<file path="src/rtl/snn_grid_load_sequencer.sv">
// Load sequencer for the SNN core grid: drains one word stream into parameter, instruction and packet writes.
// Defining SNN_SEQ_TIMEOUT_EN adds a 20-bit wait watchdog that parks the FSM in ERR and raises seq_err.
module snn_grid_load_sequencer #(
    parameter int NUM_CORES   = 5,
    parameter int NEURONS     = 256,
    parameter int PARAM_WORDS = 12,
    parameter int INST_W      = 2,
    parameter int PACKET_W    = 30,
    parameter int COUNT_W     = 12,
    parameter int NUM_PICTURE = 100,
    parameter int WARMUP      = 3,
    parameter int GSTATE_W    = 3,
    parameter int GDONE       = 7
) (
    input  logic                sys_clk,
    input  logic                sys_rst,
    input  logic                start,
    input  logic                src_valid,
    output logic                src_ready,
    input  logic [31:0]         src_data,
    input  logic                next_core_en,
    input  logic [GSTATE_W-1:0] grid_state,
    input  logic                complete,
    output logic                param_winc,
    output logic [31:0]         parameter_in,
    output logic [2:0]          next_core,
    output logic                neuron_inst_winc,
    output logic [INST_W-1:0]   neuron_inst_wdata,
    output logic                packet_winc,
    output logic [PACKET_W-1:0] packet_wdata,
    output logic                spike_en,
    output logic                load_end,
    output logic                busy,
    output logic                done,
    output logic [COUNT_W-1:0]  pic_idx,
    output logic                seq_err
);

    localparam int PARAM_TOTAL = NEURONS * PARAM_WORDS;
    localparam int WCNT_W      = $clog2(PARAM_TOTAL + 1);

    localparam logic [WCNT_W-1:0]   PARAM_LAST = WCNT_W'(PARAM_TOTAL - 1);
    localparam logic [WCNT_W-1:0]   INST_LAST  = WCNT_W'(NEURONS - 1);
    localparam logic [2:0]          LAST_CORE  = 3'(NUM_CORES - 1);
    localparam logic [COUNT_W-1:0]  LAST_PIC   = COUNT_W'(NUM_PICTURE - 1);
    localparam logic [COUNT_W-1:0]  WARM_PIC   = COUNT_W'(WARMUP);
    localparam logic [GSTATE_W-1:0] GDONE_V    = GSTATE_W'(GDONE);

    typedef enum logic [3:0] {
        S_IDLE, S_PARAM, S_WAIT_CORE, S_INST, S_HDR, S_PKT, S_WAIT_TICK, S_FINISH, S_DONE, S_ERR
    } state_t;

    state_t              state, state_next;
    logic [WCNT_W-1:0]   word_cnt;
    logic [COUNT_W-1:0]  pkt_cnt;
    logic                slot_busy;
    logic                next_core_en_q;
    logic                seen_busy;
    logic                hs, core_rise, tick_done, restart, in_frame;

    assign hs        = src_valid & src_ready;
    assign core_rise = next_core_en & ~next_core_en_q;
    assign tick_done = seen_busy && (grid_state == GDONE_V);
    assign restart   = start && (state == S_IDLE || state == S_DONE || state == S_ERR);
    assign in_frame  = (state == S_HDR || state == S_PKT || state == S_WAIT_TICK);

`ifdef SNN_SEQ_TIMEOUT_EN
    logic [19:0] wd_cnt;
    logic        in_wait;

    assign in_wait = (state == S_WAIT_CORE || state == S_WAIT_TICK || state == S_FINISH);

    always_ff @(posedge sys_clk or posedge sys_rst) begin
        if (sys_rst)                  wd_cnt <= '0;
        else if (state_next != state) wd_cnt <= '0;
        else if (in_wait)             wd_cnt <= wd_cnt + 20'd1;
    end
`endif

    // NOTE: sequential state uses non-blocking assignments so every register samples pre-edge values.
    always_ff @(posedge sys_clk or posedge sys_rst) begin
        if (sys_rst) state <= S_IDLE;
        else         state <= state_next;
    end

    // NOTE: state_next gets a default before the case so no path leaves it unassigned (no latch).
    always_comb begin
        state_next = state;
        case (state)
            S_IDLE, S_DONE, S_ERR: if (start) state_next = S_PARAM;
            S_PARAM:     if (hs && word_cnt == PARAM_LAST) state_next = S_WAIT_CORE;
            S_WAIT_CORE: if (core_rise) state_next = (next_core == LAST_CORE) ? S_INST : S_PARAM;
            S_INST:      if (hs && word_cnt == INST_LAST) state_next = S_HDR;
            S_HDR:       if (hs) state_next = (src_data[COUNT_W-1:0] == '0) ? S_WAIT_TICK : S_PKT;
            S_PKT:       if (hs && pkt_cnt == COUNT_W'(1)) state_next = S_WAIT_TICK;
            S_WAIT_TICK: if (tick_done) state_next = (pic_idx == LAST_PIC) ? S_FINISH : S_HDR;
            S_FINISH:    if (complete) state_next = S_DONE;
            default:     state_next = S_IDLE;
        endcase
`ifdef SNN_SEQ_TIMEOUT_EN
        if (in_wait && state_next == state && wd_cnt == 20'hFFFFF) state_next = S_ERR;
`endif
    end

    always_comb begin
        src_ready = 1'b0;
        busy      = 1'b0;
        done      = 1'b0;
        seq_err   = 1'b0;
        case (state)
            S_PARAM, S_INST, S_HDR, S_PKT: begin
                src_ready = ~slot_busy;
                busy      = 1'b1;
            end
            S_WAIT_CORE, S_WAIT_TICK, S_FINISH: busy = 1'b1;
            S_DONE:  done = 1'b1;
`ifdef SNN_SEQ_TIMEOUT_EN
            S_ERR:   seq_err = 1'b1;
`endif
            default: ;
        endcase
    end

    // A handshake occupies the slot for one cycle; the strobe fires in that cycle with src_ready low.
    always_ff @(posedge sys_clk or posedge sys_rst) begin
        if (sys_rst) begin
            slot_busy         <= 1'b0;
            next_core_en_q    <= 1'b0;
            param_winc        <= 1'b0;
            neuron_inst_winc  <= 1'b0;
            packet_winc       <= 1'b0;
            parameter_in      <= '0;
            neuron_inst_wdata <= '0;
            packet_wdata      <= '0;
            word_cnt          <= '0;
            pkt_cnt           <= '0;
            next_core         <= '0;
            pic_idx           <= '0;
            spike_en          <= 1'b0;
            load_end          <= 1'b0;
            seen_busy         <= 1'b0;
        end else begin
            slot_busy        <= hs;
            next_core_en_q   <= next_core_en;
            param_winc       <= hs && state == S_PARAM;
            neuron_inst_winc <= hs && state == S_INST;
            packet_winc      <= hs && state == S_PKT;

            if (hs && state == S_PARAM) parameter_in      <= src_data;
            if (hs && state == S_INST)  neuron_inst_wdata <= src_data[INST_W-1:0];
            if (hs && state == S_PKT)   packet_wdata      <= src_data[PACKET_W-1:0];

            if (state_next != state) word_cnt <= '0;
            else if (hs)             word_cnt <= word_cnt + WCNT_W'(1);

            if (hs && state == S_HDR)      pkt_cnt <= src_data[COUNT_W-1:0];
            else if (hs && state == S_PKT) pkt_cnt <= pkt_cnt - COUNT_W'(1);

            if (restart) begin
                next_core <= '0;
                pic_idx   <= '0;
                spike_en  <= 1'b0;
                load_end  <= 1'b0;
                seen_busy <= 1'b0;
            end else begin
                if (state == S_WAIT_CORE && core_rise) next_core <= next_core + 3'd1;
                // The grid must be seen busy after the header before a GDONE level counts as this tick.
                if (state == S_WAIT_TICK && tick_done) begin
                    seen_busy <= 1'b0;
                    pic_idx   <= pic_idx + COUNT_W'(1);
                    if (pic_idx + COUNT_W'(1) >= WARM_PIC) spike_en <= 1'b1;
                    if (pic_idx == LAST_PIC) load_end <= 1'b1;
                end else if (in_frame && grid_state != GDONE_V) begin
                    seen_busy <= 1'b1;
                end
            end
        end
    end

endmodule

</file>
<file path="config.mk">
export PLATFORM = sky130hd
export DESIGN_NAME = snn_grid_load_sequencer
export DESIGN_NICKNAME = d
export VERILOG_FILES = /design/src/rtl/snn_grid_load_sequencer.sv
export SDC_FILE = /design/constraint.sdc
export NUM_CORES = 1
export LEC_CHECK = 0
export BUFFER_PORTS_ARGS = -buffer_cell sky130_fd_sc_hd__clkbuf_2
export CAP_MARGIN = 20
export CORE_ASPECT_RATIO = 0.9
export CORE_MARGIN = 3
export CORE_UTILIZATION = 23
export CTS_CLUSTER_DIAMETER = 50
export DETAILED_ROUTE_END_ITERATION = 10
export PLACE_DENSITY = 0.43
export SYNTH_ARGS = -nofsm -noshare
export SYNTH_HDL_FRONTEND = slang
export SYNTH_SLANG_ARGS = --single-unit
</file>
<file path="constraint.sdc">
create_clock -name sys_clk -period 4.3 [get_ports sys_clk]
set_clock_uncertainty 0.1 [all_clocks]
set_input_delay 0.645 -clock sys_clk [delete_from_list [all_inputs] [get_ports sys_clk]]
set_output_delay 0.645 -clock sys_clk [all_outputs]
set_load 0.01 [all_outputs]
</file>
After elaboration in Yosys (flattened, before gate mapping)
Cells that the tools add are included.
{"block": "totals", "ff_bits": 115, "latchBits": 0, "ramBits": 0, "romBits": 0, "in_bits": 41, "output_inout_bits": 88, "word_cells": 104, "n_memories": 0}
{"block": "classes", "addsub": 4, "multipliers": 0, "n_div": 0, "n_lt_le_gt_ge": 1, "n_eq_ne": 17, "n_shift": 0, "mux": 32, "n_bitwise": 4, "reduce_logical": 30}
{"op": "two-way mux 12 bit", "n": 6}
{"op": "two-way mux 4 bit", "n": 8}
{"op": "one-hot mux 4 bit (8 select lines)", "n": 1}
{"op": "adder 12 x 1 -> 12 bit, second input constant", "n": 2}
{"op": "equality test 4 x 3 -> 1 bit, second input constant", "n": 4}
{"op": "equality test 12 x 1 -> 1 bit, second input constant", "n": 1}
{"op": "equality test 12 bit, second input constant", "n": 1}
{"op": "equality test 12 x 7 -> 1 bit, second input constant", "n": 1}
{"op": "equality test 12 x 8 -> 1 bit, second input constant", "n": 1}
{"op": "greater-or-equal comparator 12 x 2 -> 1 bit, second input constant", "n": 1}
{"op": "logical AND 1 bit", "n": 12}
{"op": "logical NOT 12 bit", "n": 1}
{"op": "two-way mux 1 bit", "n": 12}
{"op": "nonzero test 2 bit", "n": 6}
{"op": "subtractor 12 x 1 -> 12 bit, second input constant", "n": 1}
{"op": "equality test 4 x 2 -> 1 bit, second input constant", "n": 2}
{"op": "equality test 4 bit, second input constant", "n": 2}
{"op": "OR reduction 7 bit", "n": 1}
{"op": "equality test 3 bit, second input constant", "n": 2}
{"op": "two-way mux 2 bit", "n": 3}
{"op": "two-way mux 3 bit", "n": 2}
{"op": "equality test 4 x 1 -> 1 bit, second input constant", "n": 1}
{"op": "logical NOT 4 bit", "n": 1}
{"op": "logical OR 1 bit", "n": 4}
{"op": "9 further kinds", "n": 12}

Logic depth before layout (Yosys ltp)
{"block": "logic_depth", "depth_word": 9, "mapped_depth": 9, "depth_no_buf": 8}

Least setup slack after synthesis
OpenSTA, ideal clock, no wires.
{"block": "synth_timing", "path_kind": "input -> register", "start": "in src_valid", "end": "reg word_cnt[2]", "setup_ns": 0.069, "t_arrival_ns": 2.559, "required_ns": 4.131, "slack_ns": 1.571, "stages": 8, "path_buffers": 1, "path_cell_list": "nor3b_4 -> o211ai_2 -> or4_4 -> or3_1 -> a41oi_1 -> nand4b_4 -> buf_6 -> nor2_2"}
{"block": "synth_via", "elab_chain_len": 6, "word_cells_on_any_way": 12, "cone_classes": "1 x eq/ne; 6 x mux; 1 x bitwise; 4 x reduce/logical"}
{"item": "start, declared", "line": "18", "text": "input logic src_valid,"}
{"item": "AND 1 bit (*)", "line": "61", "text": "assign hs = src_valid & src_ready;"}
{"item": "logical AND 1 bit, on equally long branches", "line": "95, 91, 93"}
{"item": "two-way mux 4 bit, on equally long branches", "line": "95, 91, 93"}
{"item": "one-hot mux 4 bit (8 select lines)", "line": "89", "text": "case (state)"}
{"item": "inequality test 4 bit", "line": "153", "text": "if (state_next != state) word_cnt <= '0;"}
{"item": "two-way mux 12 bit or nonzero test 2 bit (tied branches)"}
{"item": "end signal, assigned", "line": "154", "text": "else if (hs) word_cnt <= word_cnt + WCNT_W'(1);"}
{"item": "end, declared", "line": "54", "text": "logic [WCNT_W-1:0] word_cnt;"}
Every way passes the cells marked *; elsewhere a longest branch is shown, timed or not.
A chain may end at the register's enable or synchronous reset.

Final worst setup path
{"block": "layout_timing", "start": "reg state[3]", "end": "reg word_cnt[1]"}
{"block": "layout_via", "elab_chain_len": 9, "word_cells_on_any_way": 29, "cone_classes": "10 x eq/ne; 11 x mux; 1 x bitwise; 7 x reduce/logical"}
{"item": "start, declared", "line": "53", "text": "state_t state, state_next;"}
{"item": "start signal, assigned", "line": "83", "text": "else state <= state_next;"}
{"item": "equality test 4 x 3 -> 1 bit, or another cell as far along", "line": "89, 110"}
{"item": "OR reduction 4 bit", "line": "110", "text": "case (state)"}
{"item": "two-way mux 1 bit", "line": "110"}
{"item": "AND 1 bit", "line": "61"}
{"item": "logical AND 1 bit, on equally long branches", "line": "95, 91, 93"}
{"item": "two-way mux 4 bit, on equally long branches", "line": "95, 91, 93"}
{"item": "one-hot mux 4 bit (8 select lines)", "line": "89"}
{"item": "inequality test 4 bit", "line": "153"}
{"item": "two-way mux 12 bit or nonzero test 2 bit (tied branches)"}
Parallel ways exist; a longest one is shown, timed or not.

==> results.md <==
- Status: complete, no violations
- Die Span X: 168.1 um
- CTS Buf Count: 17
- CTS tree: built
- Worst slew margin: 50.37%
- Footprint of the multi-input gates: 2367 um^2
- Final setup TNS: 0 ns
- Synth Cell Area: 5441 um^2
- CP arrival: 3.23 ns
- Total gr overflow: 0
- Clock latency on the worst-skew pair: 0.41 ns
- Core ar.: 22840 um^2
- DRC Markers: 0
- Vias/cell: 4.458
- Buffers on Ports: 127
- Share of cells above drive strength 1: 27.71%
- Via count: 4574
- Detailed Place HPWL: 10710 um
- Leak Pwr: 3.530 nW
- Power per cell area: 545.0 nW/um^2
- Post-CTS Hold Buffers: 0
- Slowest CP cell: dfrtp_1
- Vias in the first global route: 4513
- Worst Path Buf+Inv: 0
- Area contributors post-synth: dfrtp_1 (53%), nand2_1 (13%), mux2_2 (2.9%), o21ai_0 (2.9%), nand3_1 (2.0%)
- Syn avg cell area: 9.207 um^2
- Pin count of the biggest net entering global routing: 71
- Fillers: 2434
- WP data required: 4.54 ns
- Clock-pin slew on the worst setup and hold paths: 0.06 ns
- Crit. End Element: flop
- Max-cap violations: 0
- Starting Density: 23.83%
- Pre-CTS setup slack: 1.190 ns
- Async SR Flop Fraction: 100.0%
- Io pins: 129
- Seq/Total Area, Yosys: 52.89%
- Max-slew violation count: 0
- Seq cells post-synth: 115
- Top-count cell post-synth: nand2_1
- Root buffer cell: clkbuf_16
- Cell taking the most area after synthesis: dfrtp_1
- Total Wirelength: 15580 um
- Clock buffer depth: 2
- Setup Fix Bufs, Post-CTS: 0
- Post-synth top cells: nand2_1 (183), dfrtp_1 (115), o21ai_0 (31), nor2_1 (29), nand3_1 (22)
- Wire per inst: 15.18 um
- # resized after CTS: 0
- RSZ-0062 raised after global routing: false
- Synth-to-Final Area Change: 28.40%
- Worst-path maximum fanout: 15
- Nets: 764
- Worst IR Drop VDD: 244.7 uV
- Antenna cells: 0
- Worst-path cell chain: nor3b_4 -> o211ai_2 -> or4_4 -> or3_1 -> a41oi_1 -> nand4b_4 -> a21oi_1
- Least-Margin Pin Slew: 0.7436 ns
- Hold Slack: 0.2157 ns
- Kind of critical path: reg2reg
- Cell family with the largest share of critical-path delay: simple AND/OR/NAND/NOR gates
- Die height: 151.9 um
- Startpoint Class: flop
- Number of synthesized flops with an enable pin: 0
- Synth top area share: 52.89%
- First-pass GRT wire length: 25470 um
- Register area: 2878 um^2
- Final Cycle Share: 69.62%
- Fin. Hold Viols: 0
- All-Layer GR Usage: 12.38%
- YS warnings: 0
- Final Total Pwr: 3.808 mW
- CTS sink cnt: 115
- Min Tclk post-route: 2.993 ns
- Fmax: 334.1 MHz
- Main synth FF type: dfrtp_1
- Crit path largest cell delay: 0.56 ns
- DR pass1 iterations: 4
- Initial antenna violation count: 0
- Post-route ant nets: 0
- Final WS setup: 1.307 ns
- HP Class: in2async
- Placer congestion estimate: 0.7303
- Final setup viols: 0
- # rows: 52
- H-Tree Depth: 4
- Distinct cells, synth: 55
- Die ar.: 25540 um^2
- Iter 0 DRT Violations: 258
- Cells after Synth: 591
- Mapped Nets: 639
==> routing by layer <==
layer / global-route usage (%) / routed length [um] / vias to the layer above
met2: 18.97 / 7094 / 97
li1: - / - / 2257
met4: 3.974 / 194 / 0
met1: 17.18 / 7654 / 2209
met3: 3.092 / 634 / 11
met5: 0 / 0 / -
==> cell families after synthesis <==
family	count (synthesis)	synth area share, %
AOI/OAI and AO/OA	81	9.083
xor gates and xnor gates	17	2.736
buffers and inverters	42	3.610
and+or+nand+nor	312	26.74
muxes	16	3.265
DFF	115	52.89
other	1	0.06892
adders and majority gates	7	1.609
==> placed cells by master (no fill, tap or decap), types with 4 or more instances in the layout <==
| cell type | instances |
|---|---|
| a21oi_1 | 16 |
| nand3_1 | 22 |
| clkinvlp_4 | 6 |
| or3_1 | 4 |
| nand2_1 | 183 |
| xor2_1 | 10 |
| nand4_1 | 10 |
| clkbuf_2 | 127 |
| xnor2_1 | 7 |
| buf_4 | 5 |
| nor3_1 | 12 |
| nand2b_1 | 5 |
| nor2_1 | 29 |
| inv_1 | 12 |
| dfrtp_1 | 115 |
| clkbuf_16 | 17 |
| nor4_1 | 7 |
| mux2_2 | 14 |
| o21ai_0 | 31 |
| nor2_2 | 10 |
| and3_1 | 12 |
| o22ai_1 | 7 |
| ha_1 | 7 |
==> cell type report <==
cell class | instances | share of cell area [%]
inverters | 15 | 0.8417
flip-flops and latches | 115 | 41.19
multi-input cells | 434 | 33.88
well taps | 297 | 5.319
clock buffers | 18 | 6.286
clock inverters | 14 | 2.561
repair buffers | 133 | 9.921
==> path summary, 6_finish.rpt <==
check / from / endpoint / slack [ns] / cells past startpoint
max: state[3] / word_cnt[1] / 1.31 / 7
min: sys_rst / packet_winc / 0.22 / 2
max reg2reg: state[3] / word_cnt[1] / 1.31 / 7
min reg2reg: parameter_in[26] / parameter_in[26] / 0.37 / 2
max in group asynchronous: sys_rst / parameter_in[9] / 3.09 / 3
min in group sys_clk: next_core_en / next_core_en_q / 0.28 / 1
==> registers in the layout, summed over array words and instances (netlist names), 2 cells and up <==
| signal | count |
|---|---|
| neuron_inst_wdata | 2 |
| next_core | 3 |
| packet_wdata | 30 |
| parameter_in | 32 |
| pic_idx | 12 |
| pkt_cnt | 12 |
| state | 4 |
| word_cnt | 12 |
==> through the flow <==
step	instances	area (um^2)	utilization, %
floorplan	591	5441	-
global placement	994	6369	27.89
detailed placement	994	6369	27.89
CTS	1026	6987	30.59
global route	1026	6987	30.59
finish	1026	6987	30.59
==> power by group <==
part / internal, mW / switching [mW] / leakage (nW)
clock: 0.932 / 0.551 / 0.281
sequential: 1.27 / 0.123 / 1.53
combinational: 0.352 / 0.578 / 1.72
total: 2.56 / 1.25 / 3.53
No activity file was read; power rests on OpenSTA's default activity.
